--- config.mk ---
export PLATFORM = sky130hd
export DESIGN_NAME = jt12_lfo_cfg_seq_flat
export DESIGN_NICKNAME = d
export VERILOG_FILES = /design/src/rtl/jt12_pkg.sv /design/src/rtl/jt12_lfo_cfg_seq_if.sv /design/src/rtl/jt12_lfo_shape.sv /design/src/rtl/jt12_lfo_cfg_seq.sv /design/src/flat_wrapper.sv
export SDC_FILE = /design/constraint.sdc
export NUM_CORES = 1
export LEC_CHECK = 0
export CORE_MARGIN = 2
export CORE_UTILIZATION = 38
export DETAILED_ROUTE_END_ITERATION = 7
export PLACE_DENSITY = 0.78
export SETUP_SLACK_MARGIN = 0.2
export SLEW_MARGIN = 25
export SYNTH_ARGS = -nofsm -noshare
export SYNTH_HDL_FRONTEND = slang
export SYNTH_SLANG_ARGS = --single-unit
--- constraint.sdc ---
create_clock -name clk -period 1.2 [get_ports clk]
set_input_delay 0.24 -clock clk [delete_from_list [all_inputs] [get_ports clk]]
set_output_delay 0.24 -clock clk [all_outputs]
set_load 0.005 [all_outputs]
--- src/rtl/jt12_pkg.sv ---
// Shared definitions for the JT12 LFO configuration sequencer: register address,
// widths, FSM encoding and the phase-folding helpers used by the shaper.
package jt12_pkg;

  localparam logic [7:0] LFO_ADDR_DEFAULT = 8'h22;
  localparam int LFO_W = 7;
  localparam int PM_W  = 5;

  typedef enum logic {
    IDLE = 1'b0,
    PEND = 1'b1
  } cfg_state_t;

  // The upper phase bit selects the falling half of the triangle.
  function automatic logic [LFO_W-1:0] am_fold(input logic [LFO_W-1:0] mod);
    return mod[6] ? {~mod[5:0], 1'b0} : {mod[5:0], 1'b0};
  endfunction

  function automatic logic [PM_W-1:0] pm_fold(input logic [LFO_W-1:0] mod);
    return {mod[6], mod[6] ? ~mod[5:2] : mod[5:2]};
  endfunction

endpackage

--- src/rtl/jt12_lfo_cfg_seq_if.sv ---
// CPU register-write bus feeding the LFO configuration sequencer.
interface jt12_lfo_cfg_seq_if;

  logic       wr;
  logic [7:0] addr;
  logic [7:0] din;

  modport master (output wr, output addr, output din);
  modport slave  (input  wr, input  addr, input  din);

endinterface

--- src/rtl/jt12_lfo_shape.sv ---
// Registered AM/PM post-processing of the LFO phase, refreshed only on sample boundaries.
module jt12_lfo_shape
  import jt12_pkg::*;
(
  input  logic             clk,
  input  logic             rst,
  input  logic             zero,
  input  logic             lfo_en,
  input  logic [LFO_W-1:0] lfo_mod,
  output logic [LFO_W-1:0] am_out,
  output logic [PM_W-1:0]  pm_out
);

  // A disabled LFO must not leave a stale modulation level on the operators.
  always_ff @(posedge clk) begin
    if (rst) begin
      am_out <= '0;
      pm_out <= '0;
    end else if (zero) begin
      if (lfo_en) begin
        am_out <= am_fold(lfo_mod);
        pm_out <= pm_fold(lfo_mod);
      end else begin
        am_out <= '0;
        pm_out <= '0;
      end
    end
  end

endmodule

--- src/rtl/jt12_lfo_cfg_seq.sv ---
// LFO register capture, sample-aligned commit and counter-clear generation,
// plus AM/PM shaping of the LFO phase.
module jt12_lfo_cfg_seq
  import jt12_pkg::*;
#(
  parameter logic [7:0] LFO_ADDR = LFO_ADDR_DEFAULT
) (
  input  logic                    clk,
  input  logic                    rst,
  input  logic                    zero,
  jt12_lfo_cfg_seq_if.slave       cpu,
  output logic                    busy,
  output logic                    lfo_en,
  output logic [2:0]              lfo_freq,
  output logic                    lfo_rst,
  input  logic [LFO_W-1:0]        lfo_mod,
  output logic [LFO_W-1:0]        am_out,
  output logic [PM_W-1:0]         pm_out
);

  cfg_state_t state;
  logic [3:0] pend;
  logic       wr_ok;
  logic       unused_din_hi;

  assign wr_ok         = cpu.wr && (cpu.addr == LFO_ADDR);
  assign unused_din_hi = &{1'b0, cpu.din[7:4]};

  // A write arriving together with the commit strobe re-arms PEND after the old value lands.
  always_ff @(posedge clk) begin
    if (rst) begin
      state    <= IDLE;
      pend     <= '0;
      busy     <= 1'b0;
      lfo_en   <= 1'b0;
      lfo_freq <= '0;
      lfo_rst  <= 1'b0;
    end else begin
      lfo_rst <= 1'b0;
      case (state)
        IDLE: begin
          if (wr_ok) begin
            pend  <= cpu.din[3:0];
            state <= PEND;
            busy  <= 1'b1;
          end
        end
        PEND: begin
          if (zero) begin
            lfo_en   <= pend[3];
            lfo_freq <= pend[2:0];
            lfo_rst  <= pend[3] & ~lfo_en;
            if (wr_ok) begin
              pend <= cpu.din[3:0];
            end else begin
              state <= IDLE;
              busy  <= 1'b0;
            end
          end else if (wr_ok) begin
            pend <= cpu.din[3:0];
          end
        end
        default: begin
          state <= IDLE;
          busy  <= 1'b0;
        end
      endcase
    end
  end

  jt12_lfo_shape u_shape (
    .clk     (clk),
    .rst     (rst),
    .zero    (zero),
    .lfo_en  (lfo_en),
    .lfo_mod (lfo_mod),
    .am_out  (am_out),
    .pm_out  (pm_out)
  );

endmodule

--- src/flat_wrapper.sv ---
// flat-port wrapper written by rule: the top's interface ports become plain ports
module jt12_lfo_cfg_seq_flat import jt12_pkg::*;
#(
  parameter logic [7:0] LFO_ADDR = LFO_ADDR_DEFAULT
)
  (clk, rst, zero, busy, lfo_en, lfo_freq, lfo_rst, lfo_mod, am_out, pm_out, cpu_wr, cpu_addr, cpu_din);
  jt12_lfo_cfg_seq_if cpu_i ();
  input  logic clk;
  input  logic rst;
  input  logic zero;
  output logic busy;
  output logic lfo_en;
  output logic [2:0] lfo_freq;
  output logic lfo_rst;
  input  logic [LFO_W-1:0] lfo_mod;
  output logic [LFO_W-1:0] am_out;
  output logic [PM_W-1:0] pm_out;
  input wire logic [$bits(cpu_i.wr)-1:0] cpu_wr;
  input wire logic [$bits(cpu_i.addr)-1:0] cpu_addr;
  input wire logic [$bits(cpu_i.din)-1:0] cpu_din;
  assign cpu_i.wr = cpu_wr;
  assign cpu_i.addr = cpu_addr;
  assign cpu_i.din = cpu_din;
  jt12_lfo_cfg_seq #(.LFO_ADDR(LFO_ADDR)) u_core (.clk(clk), .rst(rst), .zero(zero), .cpu(cpu_i), .busy(busy), .lfo_en(lfo_en), .lfo_freq(lfo_freq), .lfo_rst(lfo_rst), .lfo_mod(lfo_mod), .am_out(am_out), .pm_out(pm_out));
endmodule
* Yosys cells after proc, flatten, opt, wreduce, memory -nomap -nowiden
Cells that the tools add are included.
W data, S select, Z words.
** Storage, ports and cells
- Input port bits :: 27
- Flip-flop bits (word level) :: 23
- Word-level logic and storage cells :: 34
- Output and inout bits :: 18
** Operators by class
- Muxes and demuxes :: 12
- Reductions and logical operators :: 4
- Equality and inequality tests :: 4
- Bitwise gates (word level) :: 6
** Operators with widths (count)
- $mux W7 :: 2
- $eq A8 B6 Y1 const B :: 1
- $mux W4 :: 2
- $not A6 Y6 :: 1
- $mux W1 :: 5
- $mux W5 :: 1
- $ne A2 B2 Y1 const B :: 2
- $not A4 Y4 :: 1
- $pmux W1 S2 :: 2
- $not A1 Y1 :: 3
- $reduce_and A3 Y1 :: 1
- $reduce_or A3 Y1 :: 1
- $ne A2 B1 Y1 const B :: 1
- $reduce_and A2 Y1 :: 1
- $and A1 B1 Y1 :: 1
- $logic_and A1 B1 Y1 :: 1

* Longest topological paths before layout
Gate-level depths: netlist (run 1).
- Word-level depth :: 5
- Mapped depth :: 4
- Mapped depth without buffers :: 3

* Modules after synthesis
Synthesis (run 1) repeated with hierarchy kept, for this count alone.
** Second synthesis, totals
- Cell total of the unflattened synthesis :: 87
- Area total of the unflattened synthesis :: 830.8 um2
** Modules (own cells, without submodules)
- jt12_lfo_cfg_seq :: area an instance 466.7 um2, instances 1, seq. area each 220.2 um2, cells an instance 50
- jt12_lfo_shape :: area an instance 364.1 um2, instances 1, seq. area each 140.1 um2, cells an instance 37

* Worst setup path after synthesis (run 1)
No wires, ideal clock.
- Path kind :: input-to-reg
- From :: input cpu_addr[2]
- To :: register u_core.pend[0]
- Buffers on the path :: 1
- Library setup time :: 0.072 ns
- Required time :: 1.128 ns
- Cell stages on the path :: 4
- Setup slack :: 0.151 ns
- Arrival :: 0.977 ns
- Path through :: nor4b_4 and3_1 buf_6 mux2i_1
** On the way
- Cells in the longest elaborated chain, start to end :: 2
** RTL lines
- start, declared :: line flat_wrapper.sv:19 : input wire logic [$bits(cpu_i.addr)-1:0] cpu_addr;
- $eq A8 B6 Y1 :: line jt12_lfo_cfg_seq.sv:26 : assign wr_ok = cpu.wr && (cpu.addr == LFO_ADDR);
- $logic_and A1 B1 Y1 :: line jt12_lfo_cfg_seq.sv:26
- end signal, assigned :: line jt12_lfo_cfg_seq.sv:43 : pend <= cpu.din[3:0];
- end signal, assigned :: line jt12_lfo_cfg_seq.sv:54 : pend <= cpu.din[3:0];
- end signal, assigned :: line jt12_lfo_cfg_seq.sv:60 : pend <= cpu.din[3:0];
- end, declared :: line jt12_lfo_cfg_seq.sv:22 : logic [3:0] pend;
Every way passes these cells.
A chain may end at the register's enable or synchronous reset.

==> reports/qor.txt, run 1 <==
Initial core utilization -> 39.2%
GR peak layer -> met2
Syn nets -> 122
PwrDens -> 813 nW/um2
Met2 Use GR -> 29.2%
Drt via density -> 4.64
Max-slew violation count -> 0
Nets -> 165
DRC viols -> 0
H-tree depth -> 1
Post-synthesis cell area -> 842 um2
Hpwl dp -> 1.39 mm
Final Hold Slack -> 0.311 ns
Post-synth top area share -> 42.8%
Port bufs -> 39
Setup violations, final -> 0
Startpoint types -> register
GRT Total Usage -> 16.1%
Dpl cell area -> 1240 um2
CP required -> 0.96 ns
Initial antenna violation count -> 0
Final Cell Area -> 1340 um2
Die X -> 51.1 um
Dominant cell type by area after synthesis -> dfxtp_1
Layout cell share with drive strength beyond 1 -> 43.8%
Grt total ovfl -> 0
DRT Wirelength -> 1.86 mm
Max Root-Sink Buffers -> 2
FF+latch count, synth -> 18
Status -> complete, no violations
Wirelength per Cell -> 11.3 um
Area Overhead vs Synth -> 59.0%
Critical Path AT -> 0.83 ns
DRT Pass-1 Iters -> 4
Vias in the first global route -> 796
Worst hold path type -> input pin to register
DIE AREA -> 2610 um2
Setup TNS -> 0 ns
Gpl congestion -> 0.760
Top achievable clock speed -> 0.935 GHz
Vias -> 765
Final core occ -> 62.3%
Clock skew -> 0.000467 ns
Chip Height -> 51.1 um
Cells after Synth -> 95
Critical Path Sink Type -> output port
GR Layer Usage met3 -> 4.09%
Post-route antenna net violation count -> 0
Commonest non-fill, non-tap cell in the layout -> dfxtp_2
Largest net degree at the start of global routing -> 12
Final period util -> 89.1%
Total CTS buffers -> 3
Ant diodes -> 0
Rows -> 17
Clk sink count -> 18
Yosys warning total -> 0
MaxCap Viol Count -> 0
Root Driver -> clkbuf_4
DRT iter0 DRCs -> 8
Global-route wire length before repair -> 3.28 mm
CP max FO -> 2
Skew-Pair Late Insertion Delay -> 0.28 ns
Min Tclk post-route -> 1.07 ns
Core Area -> 2150 um2
Commonest cells after routing, fill and taps aside -> dfxtp_2 (13), a21oi_1 (11), buf_2 (11), buf_6 (11), clkdlybuf4s50_1 (10)
Top-level port count -> 45
TritonCTS clock tree -> done
M1 GR Usage -> 18.8%
Static Leak -> 0.581 nW
WS Path Type -> register to output port
Endpoints failing hold -> 0
Largest cells by area after synthesis -> dfxtp_1 (43%), a21oi_1 (7.1%), nand2b_1 (6.7%)
Worst vdd ir -> 0.640 mV
Clk slew on worst S/H paths -> 0.09 ns
Yosys cell types -> 22
Syn avg cell area -> 8.86 um2
RSZ-0062 raised after global routing -> true
Sequential fraction of the synthesis area -> 42.8%
==> report_power, final <==
group | internal [W] | leakage, nW | switching, W
clock network | 0.000184 | 0.0210 | 0.000168
registers | 0.000597 | 0.152 | 0.000000242
logic | 0.0000861 | 0.408 | 0.0000541
==> kinds of logic (layout without fill, tap and decap cells) <==
kind of cell              after synthesis  after routing  synth area share [%]
AOI/OAI and AO/OA                      14             14                  9.21
xor gates and xnor gates                6              6                  6.24
buffers and inverters                  13             55                  9.21
DFF                                    18             18                  42.8
muxes                                   4              4                  4.76
other                                   1              1                 0.445
and+or+nand+nor                        39             39                  27.3
==> worst max-delay path: stages (launching register included) <==
cell     delay, ns
dfxtp_2       0.34
buf_6         0.11
buf_6         0.10
==> synth_stat cells (all sizes together) <==
master  instances
dfxtp          18
a41oi           1
clkbuf          4
nand2b          9
nand3           5
inv             1
nand2           5
and3            1
nor2            7
buf             8
nor4b           1
nor2b           8
xor2            6
a311oi          1
mux2i           4
nor3            1
and2            1
nor3b           1
a21oi          12
conb            1
==> final cells by class <==
type / instances / area, um2
Clock buffer: 4 / 36.3
Fill cell: 189 / 810
Inverter: 1 / 3.75
Multi-Input combinational cell: 64 / 458
Sequential cell: 18 / 377
Tap cell: 28 / 35.0
Timing Repair Buffer: 50 / 429
==> stage by stage <==
| step | power (W) | cells | setup slack, ns |
|---|---|---|---|
| finish | 0.00109 | 165 | 0.131 |
| global route | 0.00114 | 165 | 0.0955 |
| CTS | 0.00110 | 165 | 0.126 |
| detailed placement | 0.000749 | 156 | -0.438 |
| global placement | 0.000748 | 156 | -0.399 |
| floorplan | 0.000659 | 95 | 0.153 |
==> layer usage <==
| metal | part of all wire (%) | up-vias |
|---|---|---|
| li1 | - | 391 |
| met1 | 40 | 346 |
| met2 | 52 | 28 |
| met3 | 7.5 | 0 |
| met4 | 0 | 0 |
| met5 | 0 | - |
==> sequential cells by signal (all words and copies together) (netlist names) <==
| name | cells |
|---|---|
| u_core.lfo_freq | 3 |
| u_core.busy | 1 |
| u_core.state | 1 |
| u_core.pend | 4 |
| u_core.lfo_en | 1 |
| u_core.u_shape.am_out | 2 |
| u_core.u_shape.pm_out | 5 |
| u_core.lfo_rst | 1 |
==> worst paths after layout <==
check | start | endpoint | cells past startpoint | slack [ns]
max | u_core.u_shape.pm_out[2] | am_out[5] | 2 | 0.13
min | cpu_addr[7] | u_core.busy | 4 | 0.31
max reg2reg | u_core.lfo_en | u_core.u_shape.pm_out[4] | 4 | 0.26
min reg2reg | u_core.lfo_freq[2] | u_core.lfo_freq[2] | 2 | 0.46
==> repair_timing <==
action | in CTS | in global routing
pin swaps | 6 | 4
setup buffers | 5 | 0
resized for setup | 107 | 20
hold buffers | 0 | 0
endpoints found under the setup margin | 23 | 29
Power figures use the tool's default switching activity.
==> inputs of run 2 (changes only) <==
CTS_CLUSTER_SIZE = 30   (was not set)
==> results of run 2 <==
Same layout as run 1: the final DEF is identical, and so are final timing and power.
==> inputs of run 3 (changes only) <==
HOLD_SLACK_MARGIN = 0.05   (was not set)
==> results of run 3 <==
Same layout as run 1: the final DEF is identical, and so are final timing and power.
